## src/rtl/fpu_stream_xactor_if.sv

```systemverilog
// Signal bundle between fpu_stream_xactor and its environment: input stream,
// FPU issue/return port and output stream.
interface fpu_stream_xactor_if #(
   parameter int DATA_WIDTH = 32,
   parameter int FLAG_WIDTH = 8,
   parameter int OUT_DEPTH  = 8
);
   logic                             in_valid;
   logic                             in_ready;
   logic [2*DATA_WIDTH+4:0]          in_data;
   logic                             in_eom;
   logic                             fpu_start;
   logic [DATA_WIDTH-1:0]            fpu_opa;
   logic [DATA_WIDTH-1:0]            fpu_opb;
   logic [1:0]                       fpu_rmode;
   logic [2:0]                       fpu_op;
   logic [DATA_WIDTH-1:0]            fpu_result;
   logic [FLAG_WIDTH-1:0]            fpu_flags;
   logic                             out_valid;
   logic                             out_ready;
   logic [FLAG_WIDTH+DATA_WIDTH-1:0] out_data;
   logic                             out_eom;
   logic [$clog2(OUT_DEPTH+1)-1:0]   inflight;
   logic                             done;

   modport master (
      output in_valid, in_data, in_eom, out_ready, fpu_result, fpu_flags,
      input  in_ready, fpu_start, fpu_opa, fpu_opb, fpu_rmode, fpu_op,
             out_valid, out_data, out_eom, inflight, done
   );

   modport slave (
      input  in_valid, in_data, in_eom, out_ready, fpu_result, fpu_flags,
      output in_ready, fpu_start, fpu_opa, fpu_opb, fpu_rmode, fpu_op,
             out_valid, out_data, out_eom, inflight, done
   );
endinterface

```

## src/rtl/fpu_stream_xactor.sv

```systemverilog
// Stream transactor: buffers packed operands, issues them to a fixed-latency FPU
// under output credit, and returns {flags, result} in issue order with EOM/drain.
module fpu_stream_xactor #(
   parameter int DATA_WIDTH  = 32,
   parameter int FLAG_WIDTH  = 8,
   parameter int FPU_LATENCY = 4,
   parameter int IN_DEPTH    = 8,
   parameter int OUT_DEPTH   = 8
) (
   input logic                clk,
   input logic                reset,
   fpu_stream_xactor_if.slave bus
);

   localparam int IN_AW  = $clog2(IN_DEPTH);
   localparam int OUT_AW = $clog2(OUT_DEPTH);
   localparam int CNT_W  = $clog2(OUT_DEPTH + 1);
   localparam int IN_W   = 2*DATA_WIDTH + 6;
   localparam int OUT_W  = FLAG_WIDTH + DATA_WIDTH + 1;

   typedef enum logic [0:0] {ST_RUN = 1'b0, ST_DRAIN = 1'b1} state_t;

   state_t                  state_r;
   state_t                  state_nxt_s;
   logic [IN_W-1:0]         in_mem_r [IN_DEPTH];
   logic [IN_AW:0]          in_wptr_r;
   logic [IN_AW:0]          in_rptr_r;
   logic [IN_AW:0]          in_wptr_nxt_s;
   logic [IN_AW:0]          in_rptr_nxt_s;
   logic                    in_empty_s;
   logic                    in_full_s;
   logic                    in_full_nxt_s;
   logic                    in_push_s;
   logic                    in_ready_r;
   logic [IN_W-1:0]         in_head_s;
   logic                    issue_s;
   logic [CNT_W-1:0]        inflight_r;
   logic [CNT_W:0]          credit_s;
   logic [FPU_LATENCY-1:0]  pipe_v_r;
   logic [FPU_LATENCY-1:0]  pipe_e_r;
   logic                    cap_s;
   logic                    cap_eom_s;
   logic [OUT_W-1:0]        out_mem_r [OUT_DEPTH];
   logic [OUT_AW:0]         out_wptr_r;
   logic [OUT_AW:0]         out_rptr_r;
   logic [OUT_AW:0]         out_cnt_s;
   logic                    out_valid_s;
   logic                    out_full_s;
   logic                    out_pop_s;
   logic [OUT_W-1:0]        out_head_s;
   logic                    fpu_start_r;
   logic [DATA_WIDTH-1:0]   fpu_opa_r;
   logic [DATA_WIDTH-1:0]   fpu_opb_r;
   logic [1:0]              fpu_rmode_r;
   logic [2:0]              fpu_op_r;
   logic                    done_r;

   // FIFO status, credit check and next-pointer computation
   always_comb begin
      in_empty_s    = (in_wptr_r == in_rptr_r);
      in_full_s     = (in_wptr_r[IN_AW] != in_rptr_r[IN_AW]) &&
                      (in_wptr_r[IN_AW-1:0] == in_rptr_r[IN_AW-1:0]);
      in_push_s     = bus.in_valid && in_ready_r;
      in_head_s     = in_mem_r[in_rptr_r[IN_AW-1:0]];
      out_cnt_s     = out_wptr_r - out_rptr_r;
      out_valid_s   = (out_wptr_r != out_rptr_r);
      out_full_s    = (out_cnt_s == (OUT_AW+1)'(OUT_DEPTH));
      out_head_s    = out_mem_r[out_rptr_r[OUT_AW-1:0]];
      out_pop_s     = out_valid_s && bus.out_ready;
      // Credit counts only registered occupancy; a pop this cycle frees nothing yet.
      credit_s      = {1'b0, inflight_r} + (CNT_W+1)'(out_cnt_s);
      issue_s       = !in_empty_s && (credit_s < (CNT_W+1)'(OUT_DEPTH));
      in_wptr_nxt_s = in_wptr_r + (IN_AW+1)'(in_push_s);
      in_rptr_nxt_s = in_rptr_r + (IN_AW+1)'(issue_s);
      in_full_nxt_s = (in_wptr_nxt_s[IN_AW] != in_rptr_nxt_s[IN_AW]) &&
                      (in_wptr_nxt_s[IN_AW-1:0] == in_rptr_nxt_s[IN_AW-1:0]);
      cap_s         = pipe_v_r[FPU_LATENCY-1];
      cap_eom_s     = pipe_e_r[FPU_LATENCY-1];
   end

   // Run/drain next-state decision
   always_comb begin
      state_nxt_s = state_r;
      case (state_r)
         ST_RUN: begin
            if (in_push_s && bus.in_eom) begin
               state_nxt_s = ST_DRAIN;
            end else begin
               state_nxt_s = ST_RUN;
            end
         end
         ST_DRAIN: begin
            if (out_pop_s && out_head_s[OUT_W-1]) begin
               state_nxt_s = ST_RUN;
            end else begin
               state_nxt_s = ST_DRAIN;
            end
         end
         default: state_nxt_s = ST_RUN;
      endcase
   end

   // State register; in_ready and done are registered from next-cycle values
   always_ff @(posedge clk) begin
      if (!reset) begin
         state_r    <= ST_RUN;
         in_ready_r <= 1'b0;
         done_r     <= 1'b0;
      end else begin
         state_r    <= state_nxt_s;
         in_ready_r <= (state_nxt_s == ST_RUN) && !in_full_nxt_s;
         done_r     <= (state_r == ST_DRAIN) && (state_nxt_s == ST_RUN);
      end
   end

   // Input FIFO pointers
   always_ff @(posedge clk) begin
      if (!reset) begin
         in_wptr_r <= {(IN_AW+1){1'b0}};
         in_rptr_r <= {(IN_AW+1){1'b0}};
      end else begin
         in_wptr_r <= in_wptr_nxt_s;
         in_rptr_r <= in_rptr_nxt_s;
      end
   end

   // Input FIFO storage: {eom, op, rmode, opa, opb}
   always_ff @(posedge clk) begin
      if (in_push_s) begin
         in_mem_r[in_wptr_r[IN_AW-1:0]] <= {bus.in_eom, bus.in_data};
      end
   end

   // Issue registers; operands hold their last value between issues
   always_ff @(posedge clk) begin
      if (!reset) begin
         fpu_start_r <= 1'b0;
         fpu_opa_r   <= {DATA_WIDTH{1'b0}};
         fpu_opb_r   <= {DATA_WIDTH{1'b0}};
         fpu_rmode_r <= 2'b00;
         fpu_op_r    <= 3'b000;
      end else begin
         fpu_start_r <= issue_s;
         if (issue_s) begin
            fpu_op_r    <= in_head_s[2*DATA_WIDTH+4 -: 3];
            fpu_rmode_r <= in_head_s[2*DATA_WIDTH+1 -: 2];
            fpu_opa_r   <= in_head_s[2*DATA_WIDTH-1 -: DATA_WIDTH];
            fpu_opb_r   <= in_head_s[DATA_WIDTH-1:0];
         end
      end
   end

   // Issue pipe tracking FPU latency, and the in-flight counter
   always_ff @(posedge clk) begin
      if (!reset) begin
         pipe_v_r   <= {FPU_LATENCY{1'b0}};
         pipe_e_r   <= {FPU_LATENCY{1'b0}};
         inflight_r <= {CNT_W{1'b0}};
      end else begin
         for (int i = FPU_LATENCY-1; i > 0; i--) begin
            pipe_v_r[i] <= pipe_v_r[i-1];
            pipe_e_r[i] <= pipe_e_r[i-1];
         end
         pipe_v_r[0] <= issue_s;
         pipe_e_r[0] <= issue_s && in_head_s[IN_W-1];
         case ({issue_s, cap_s})
            2'b10:   inflight_r <= inflight_r + {{(CNT_W-1){1'b0}}, 1'b1};
            2'b01:   inflight_r <= inflight_r - {{(CNT_W-1){1'b0}}, 1'b1};
            default: inflight_r <= inflight_r;
         endcase
      end
   end

   // Output FIFO pointers
   always_ff @(posedge clk) begin
      if (!reset) begin
         out_wptr_r <= {(OUT_AW+1){1'b0}};
         out_rptr_r <= {(OUT_AW+1){1'b0}};
      end else begin
         out_wptr_r <= out_wptr_r + (OUT_AW+1)'(cap_s);
         out_rptr_r <= out_rptr_r + (OUT_AW+1)'(out_pop_s);
      end
   end

   // Output FIFO storage: {eom, flags, result} captured as the pipe exits
   always_ff @(posedge clk) begin
      if (cap_s) begin
         out_mem_r[out_wptr_r[OUT_AW-1:0]] <= {cap_eom_s, bus.fpu_flags, bus.fpu_result};
      end
   end

   assign bus.in_ready  = in_ready_r;
   assign bus.fpu_start = fpu_start_r;
   assign bus.fpu_opa   = fpu_opa_r;
   assign bus.fpu_opb   = fpu_opb_r;
   assign bus.fpu_rmode = fpu_rmode_r;
   assign bus.fpu_op    = fpu_op_r;
   assign bus.out_valid = out_valid_s;
   // Head is masked so stale storage never shows after reset
   assign bus.out_data  = out_valid_s ? out_head_s[OUT_W-2:0] : {(OUT_W-1){1'b0}};
   assign bus.out_eom   = out_valid_s && out_head_s[OUT_W-1];
   assign bus.inflight  = inflight_r;
   assign bus.done      = done_r;

   fpu_stream_xactor_chk u_chk (
      .clk      (clk),
      .reset    (reset),
      .in_push  (in_push_s),
      .in_full  (in_full_s),
      .out_push (cap_s),
      .out_full (out_full_s)
   );

endmodule

// FIFO overflow checker for fpu_stream_xactor
module fpu_stream_xactor_chk (
   input logic clk,
   input logic reset,
   input logic in_push,
   input logic in_full,
   input logic out_push,
   input logic out_full
);
   a_in_no_overflow:  assert property (@(posedge clk) disable iff (!reset) !(in_push && in_full));
   a_out_no_overflow: assert property (@(posedge clk) disable iff (!reset) !(out_push && out_full));
endmodule
```

## src/flat_wrapper.sv

```systemverilog
// flat-port wrapper written by rule: the top's interface ports become plain ports
module fpu_stream_xactor_flat 
#(
   parameter int DATA_WIDTH  = 32,
   parameter int FLAG_WIDTH  = 8,
   parameter int FPU_LATENCY = 4,
   parameter int IN_DEPTH    = 8,
   parameter int OUT_DEPTH   = 8
)
  (clk, reset, bus_in_valid, bus_in_data, bus_in_eom, bus_out_ready, bus_fpu_result, bus_fpu_flags, bus_in_ready, bus_fpu_start, bus_fpu_opa, bus_fpu_opb, bus_fpu_rmode, bus_fpu_op, bus_out_valid, bus_out_data, bus_out_eom, bus_inflight, bus_done);
  fpu_stream_xactor_if #(.DATA_WIDTH(DATA_WIDTH), .FLAG_WIDTH(FLAG_WIDTH), .OUT_DEPTH(OUT_DEPTH)) bus_i ();
  input logic clk;
  input logic reset;
  input wire logic [$bits(bus_i.in_valid)-1:0] bus_in_valid;
  input wire logic [$bits(bus_i.in_data)-1:0] bus_in_data;
  input wire logic [$bits(bus_i.in_eom)-1:0] bus_in_eom;
  input wire logic [$bits(bus_i.out_ready)-1:0] bus_out_ready;
  input wire logic [$bits(bus_i.fpu_result)-1:0] bus_fpu_result;
  input wire logic [$bits(bus_i.fpu_flags)-1:0] bus_fpu_flags;
  output wire logic [$bits(bus_i.in_ready)-1:0] bus_in_ready;
  output wire logic [$bits(bus_i.fpu_start)-1:0] bus_fpu_start;
  output wire logic [$bits(bus_i.fpu_opa)-1:0] bus_fpu_opa;
  output wire logic [$bits(bus_i.fpu_opb)-1:0] bus_fpu_opb;
  output wire logic [$bits(bus_i.fpu_rmode)-1:0] bus_fpu_rmode;
  output wire logic [$bits(bus_i.fpu_op)-1:0] bus_fpu_op;
  output wire logic [$bits(bus_i.out_valid)-1:0] bus_out_valid;
  output wire logic [$bits(bus_i.out_data)-1:0] bus_out_data;
  output wire logic [$bits(bus_i.out_eom)-1:0] bus_out_eom;
  output wire logic [$bits(bus_i.inflight)-1:0] bus_inflight;
  output wire logic [$bits(bus_i.done)-1:0] bus_done;
  assign bus_i.in_valid = bus_in_valid;
  assign bus_i.in_data = bus_in_data;
  assign bus_i.in_eom = bus_in_eom;
  assign bus_i.out_ready = bus_out_ready;
  assign bus_i.fpu_result = bus_fpu_result;
  assign bus_i.fpu_flags = bus_fpu_flags;
  assign bus_in_ready = bus_i.in_ready;
  assign bus_fpu_start = bus_i.fpu_start;
  assign bus_fpu_opa = bus_i.fpu_opa;
  assign bus_fpu_opb = bus_i.fpu_opb;
  assign bus_fpu_rmode = bus_i.fpu_rmode;
  assign bus_fpu_op = bus_i.fpu_op;
  assign bus_out_valid = bus_i.out_valid;
  assign bus_out_data = bus_i.out_data;
  assign bus_out_eom = bus_i.out_eom;
  assign bus_inflight = bus_i.inflight;
  assign bus_done = bus_i.done;
  fpu_stream_xactor #(.DATA_WIDTH(DATA_WIDTH), .FLAG_WIDTH(FLAG_WIDTH), .FPU_LATENCY(FPU_LATENCY), .IN_DEPTH(IN_DEPTH), .OUT_DEPTH(OUT_DEPTH)) u_core (.clk(clk), .reset(reset), .bus(bus_i));
endmodule
```

## config.mk

```make
export PLATFORM = sky130hd
export DESIGN_NAME = fpu_stream_xactor_flat
export DESIGN_NICKNAME = d
export VERILOG_FILES = /design/src/rtl/fpu_stream_xactor_if.sv /design/src/rtl/fpu_stream_xactor.sv /design/src/flat_wrapper.sv
export SDC_FILE = /design/constraint.sdc
export NUM_CORES = 1
export LEC_CHECK = 0
export ABC_AREA = 1
export ABC_CLOCK_PERIOD_IN_PS = 13400
export CORE_MARGIN = 2
export CORE_UTILIZATION = 35
export DETAILED_ROUTE_END_ITERATION = 7
export PLACE_DENSITY_LB_ADDON = 0.1
export SYNTH_ARGS = -nofsm -noshare
export SYNTH_HDL_FRONTEND = slang
export SYNTH_SLANG_ARGS = --single-unit
```

## constraint.sdc

```tcl
create_clock -name clk -period 13.4 [get_ports clk]
set_clock_uncertainty 0.05 [all_clocks]
set_input_delay 3.35 -clock clk [delete_from_list [all_inputs] [get_ports clk]]
set_output_delay 3.35 -clock clk [all_outputs]
set_load 0.05 [all_outputs]
```

== Word level (Yosys, flattened, before mapping) ==
Memory sizes are Yosys's and may differ from the RTL's. A register that Yosys moved wholly into a read port is not among the register bits.
Cells that the tools add are included.

* ROM bits: 0
* Bits in latches: 0
* Memories: 2
* Bits in registers: 101
* Output and inout bits: 118
* Memory bits (writable): 888
* Input bits: 114
* Word-level logic and storage cells: 58

{| class="wikitable"
|+ Memory list
! memory !! depth !! bits a word !! rd ports !! clocked after memory_dff !! write ports !! RTL line !! source
|-
| u_core.in_mem_r || 8 || 70 || 1 || 1 || 1 || fpu_stream_xactor.sv:25 || <nowiki>logic [IN_W-1:0] in_mem_r [IN_DEPTH];</nowiki>
|-
| u_core.out_mem_r || 8 || 41 || 1 || 1 || 1 || fpu_stream_xactor.sv:43 || <nowiki>logic [OUT_W-1:0] out_mem_r [OUT_DEPTH];</nowiki>
|}

* Equality and inequality tests: 6
* Multipliers: 0
* $add $sub $neg: 8
* Divide/modulo/power cells: 0
* Shift operators: 0
* Reductions and logical operators: 13
* Mux-type cells: 11
* Bitwise logic cells: 2
* Order comparisons: 1

{| class="wikitable"
|+ Operators with widths
! kind !! count
|-
| $mux W40 || 1
|-
| $add A4 B1 Y4 || 4
|-
| $logic_and A1 B1 Y1 || 10
|-
| $pmux W4 S2 || 1
|-
| $mux W1 || 6
|-
| $mux W3 || 2
|-
| $add A4 B4 Y5 || 1
|-
| $lt A5 B4 Y1 const B || 1
|-
| $add A4 B1 Y4 const B || 1
|-
| $eq A4 B4 Y1 || 1
|-
| $ne A4 B4 Y1 || 1
|-
| $sub A4 B1 Y4 const B || 1
|-
| $sub A4 B4 Y4 || 1
|-
| $eq A3 B3 Y1 || 1
|-
| $eq A2 B1 Y1 const B || 1
|-
| $eq A2 B2 Y1 const B || 1
|-
| $logic_not A1 Y1 || 2
|-
| $not A1 Y1 || 2
|-
| $pmux W1 S2 || 1
|-
| $reduce_bool A2 Y1 || 1
|-
| $ne A1 B1 Y1 || 1
|}

== Logic depth before layout (Yosys ltp) ==
* Word-level depth: 9
* Depth in mapped cells: 25
* Depth with buffers taken out: 23

== Worst setup path before layout ==
OpenSTA, ideal clock, no wires.

* Path type: input to register
* From: in bus_in_valid
* To: mem u_core.in_mem_r[1][0] in the netlist's numbering (enable)
* Arrival time: 6532 ps
* Buffers on the path: 0
* Stages on the path: 4
* Slack: 6319 ps
* Library setup time: 498 ps
* Data required time: 12852 ps
* Path through: nand2_1 inv_1 nand2_1 nor2_1

* Cells in the longest elaborated chain, start to end: 3

{| class="wikitable"
|+ Ends and longest elaborated chain
! what !! RTL line !! source
|-
| from (decl) || flat_wrapper.sv:14 || <nowiki>input wire logic [$bits(bus_i.in_valid)-1:0] bus_in_valid;</nowiki>
|-
| $logic_and A1 B1 Y1 || fpu_stream_xactor.sv:63 || <nowiki>in_push_s = bus.in_valid && in_ready_r;</nowiki>
|-
| $mux W1 || fpu_stream_xactor.sv:129 || <nowiki>if (in_push_s) begin</nowiki>
|-
| $mux W1 (implied by the code) || fpu_stream_xactor.sv:130 || <nowiki>in_mem_r[in_wptr_r[IN_AW-1:0]] <= {bus.in_eom, bus.in_data};</nowiki>
|-
| to (decl) || fpu_stream_xactor.sv:25 ||
|}

No other way between the ends.

== Final worst setup path ==
* From: reg u_core.out_rptr_r[0]
* To: out bus_out_data[10]

* Cells in the longest elaborated chain, start to end: 2

{| class="wikitable"
|+ Ends and longest elaborated chain
! what !! RTL line !! source
|-
| from (decl) || fpu_stream_xactor.sv:45 || <nowiki>logic [OUT_AW:0] out_rptr_r;</nowiki>
|-
| from (signal assigned) || fpu_stream_xactor.sv:178 || <nowiki>out_rptr_r <= {(OUT_AW+1){1'b0}};</nowiki>
|-
| from (signal assigned) || fpu_stream_xactor.sv:181 || <nowiki>out_rptr_r <= out_rptr_r + (OUT_AW+1)'(out_pop_s);</nowiki>
|-
| $ne A4 B4 Y1 || fpu_stream_xactor.sv:66 || <nowiki>out_valid_s = (out_wptr_r != out_rptr_r);</nowiki>
|-
| $mux W40 || fpu_stream_xactor.sv:200 || <nowiki>assign bus.out_data = out_valid_s ? out_head_s[OUT_W-2:0] : {(OUT_W-1){1'b0}};</nowiki>
|-
| to (decl) || flat_wrapper.sv:27 || <nowiki>output wire logic [$bits(bus_i.out_data)-1:0] bus_out_data;</nowiki>
|}

No other way between the ends.

==> reports/metrics.cfg <==
[timing]
finalCritPeriodShare_pct = 56.52
tightest_slew_ns = 1.120
slew_viol_final = 0
grt_setup_unrepaired = no
fmax_ghz = 0.1320
final.setup.tns_ns = 0
hold_violations = 0
slew_headroom_pct = 25.19
post-route-min-period_ns = 7.574
setup_violations = 0

[setup_path]
worstSetupPathType = reg2out
r2r_slack_ns = 8.29
rr_startpoint = u_core.out_rptr_r[1]
path_common_cell = nor2_1
crit_required_ns = 10.00
r2r_end = u_core.bus.inflight[3]
crit_family = buffers and inverters
crit_slowest_cell = clkdlybuf4s50_1
endpoint_kind = primary output
crit_fanout = 90
path_cells = inv_4 -> buf_4 -> o21ai_0 -> o22ai_1 -> nor2_1 -> nor2_1 -> clkdlybuf4s50_1
reg2reg_depth = 17
cp.arrival_ns = 4.17
crit_buf_inv = 3
cpPeakStageDelay_ns = 0.83
start_kind = flip-flop
worstSetupStartpoint = u_core.out_rptr_r[0]

[synth]
synth_seq_area_share_pct = 73.49
synth_nets = 3479
synth_area_leader_cell = edfxtp_1
syn_inst = 3346
netlist_area_mm2 = 0.03901
yosysWarnings = 0
yosys_register_bits = 988
synth_area_per_cell_um2 = 11.66
synth_top_area_share_pct = 68.36
synth_cell_types = 25
netlist_top_cells_area = edfxtp_1 (68%), nand2_1 (7.7%), dfxtp_1 (5.1%)

[grt]
use_met3_pct = 3.695
grt_pass1_wl_um = 151300
grt_util_met1_pct = 22.94
antenna_found_initial = 17
grtUsageTotal_pct = 17.52
busiest_layer = met2
grt_start_max_net_pins = 109
first_global_vias = 23930
overflow = 0
use_met2_pct = 29.54

[placement]
gp_congestion = 0.6956
io_buffers = 231
place_hpwl_um = 50790
placed_cell_area_mm2 = 0.04277

[hold_path]
hold_end = u_core.pipe_e_r[2]
min-delay-start = u_core.pipe_e_r[1]
min_path_type = reg2reg
holdPathStages = 2

[clock_tree]
cts_max_level = 3
cts.hold.buffers_added = 0
clkTransAtPathRegs_ns = 0.05
clkLatencyLatePin_ns = 0.67
clock_sinks = 988
cts-root-buf = clkbuf_16
cts_tree = yes
clockBufferDepth = 3
cts_buffers = 110
cts_resized = 0
cts_setup_buffers = 0

[detailed_routing]
vias = 24220
ant_nets = 0
vias_per_cell = 4.737
wl_per_cell_um = 19.58
routed_wl_um = 100100
drc = 0
first_pass_iters = 5
drtIter0Drc = 1463

[power_and_ir_drop]
leakage_nw = 16.46
p_per_area_mw_per_mm2 = 181.8
peakVddDrop_uv = 119.8

[cells_and_area]
drive_gt1_share_pct = 6.818
area_delta_synth_final_pct = 18.66
final.fill_count = 10510
nets = 3663
fin_area_mm2 = 0.04628

[outcome]
status = finished, final reports clean

[flow_run]
drv_cap = 0

[floorplanning]
die_width_um = 337.8
placementRows = 122
pin_count = 232
initial_core_util_pct = 35.25
dieArea_mm2 = 0.1141
die_h_um = 337.8
coreArea_mm2 = 0.1107

==> logic make-up after synthesis <==
family                   Yosys count  synth area share (%)
AO/OA/AOI/OAI                    300                 4.382
XOR/XNOR                           8                0.1796
adder cells (fa/ha/maj)           19                0.6479
buffers and inverters            320                 3.429
flip-flops                       988                 73.49
AND/OR/NAND/NOR                 1711                 17.87
==> sequential cells by signal (all words and copies together), names as in the netlist, 2 cells and up <==
signal                cells
u_core.pipe_e_r           4
u_core.out_wptr_r         4
u_core.bus.fpu_opa       32
u_core.bus.inflight       4
u_core.out_rptr_r         4
u_core.pipe_v_r           4
u_core.bus.fpu_opb       32
u_core.bus.fpu_rmode      2
u_core.out_mem_r        328
u_core.in_mem_r         560
u_core.in_rptr_r          4
u_core.in_wptr_r          4
u_core.bus.fpu_op         3
==> metal layers <==
metal  part of all wire, %  vias to the layer above  routed length, um
li1                      -                    11950                  -
met1                    45                    11620              44740
met2                    48                      475              48040
met3                   5.3                      148               5281
met4                   1.9                       26               1864
met5                  0.17                        -                167
==> cell type report <==
type,count,area [um^2],area share [%]
clock inverters,57,515.5,1.114
repair buffers,271,2610,5.639
multi-input cells,2038,9140,19.75
clock buffers,148,2995,6.472
well taps,1488,1862,4.023
flip-flops and latches,988,28690,61.98
diodes,2,5.005,0.01081
inverters,121,467.9,1.011
==> where the power goes <==
group | internal, mW | switching, mW | total (mW)
clock | 1.72 | 1.22 | 2.94
combinational | 0.548 | 1.33 | 1.88
sequential | 3.50 | 0.0991 | 3.60
total | 5.77 | 2.65 | 8.41
==> per-stage QoR <==
stage | utilization [%] | hold slack, ns | power [mW] | cells | worst slack (ns)
finish | 41.82 | 0.3619 | 8.414 | 5113 | 5.826
global route | 41.82 | 0.3813 | 8.842 | 5113 | 5.429
CTS | 41.82 | 0.3631 | 8.546 | 5111 | 5.697
detailed placement | 38.64 | 0.3499 | 5.579 | 4906 | 6.437
global placement | 38.64 | 0.3425 | 5.573 | 4906 | 6.463
floorplan | - | 0.3405 | 4.934 | 3346 | 6.319
==> cell usage in the layout (no fill, tap or decap), drive strengths merged <==
master / instances
fa: 2
inv: 122
xnor2: 5
o21ai: 188
xor2: 3
nand4: 2
or2: 21
o211ai: 62
buf: 41
a21oi: 9
o22ai: 40
clkdlybuf4s50: 230
clkbuf: 148
a21boi: 1
diode: 2
ha: 17
clkinv: 45
dfxtp: 100
bufinv: 8
nor2: 498
nor3: 1
edfxtp: 888
clkinvlp: 3
nand2: 801
nand3: 388
==> how the worst max path moves through the flow <==
stage | slack [ns] | end | cells past startpoint
finish | 5.83 | bus_out_data[10] | 7
global route | 5.43 | bus_out_data[28] | 7
CTS | 5.70 | bus_out_data[10] | 7
detailed placement | 6.44 | bus_out_data[10] | 7
global placement | 6.46 | bus_out_data[10] | 7
floorplan | 6.32 | u_core.in_mem_r[1][0] | 4
==> synthesized netlist by cell type <==
cell,n
o22ai_1,40
a21oi_1,9
nand4_1,2
dfxtp_1,100
nor2_1,498
o211ai_1,62
nand2_1,800
buf_2,67
clkbuf_1,100
buf_4,12
fa_1,2
inv_1,118
nand2_2,1
buf_1,19
xor2_1,3
nand3_1,388
nor3_1,1
or2_2,21
buf_6,1
inv_2,3
edfxtp_1,888
a21boi_0,1
xnor2_1,5
ha_1,17
o21ai_0,188
==> tightest hold or removal path, cell delays in order, from the launching register on <==
cell and delay (ns):
dfxtp_1 0.30, nand2_1 0.05, inv_1 0.04
(Power assumes the default switching activity.)
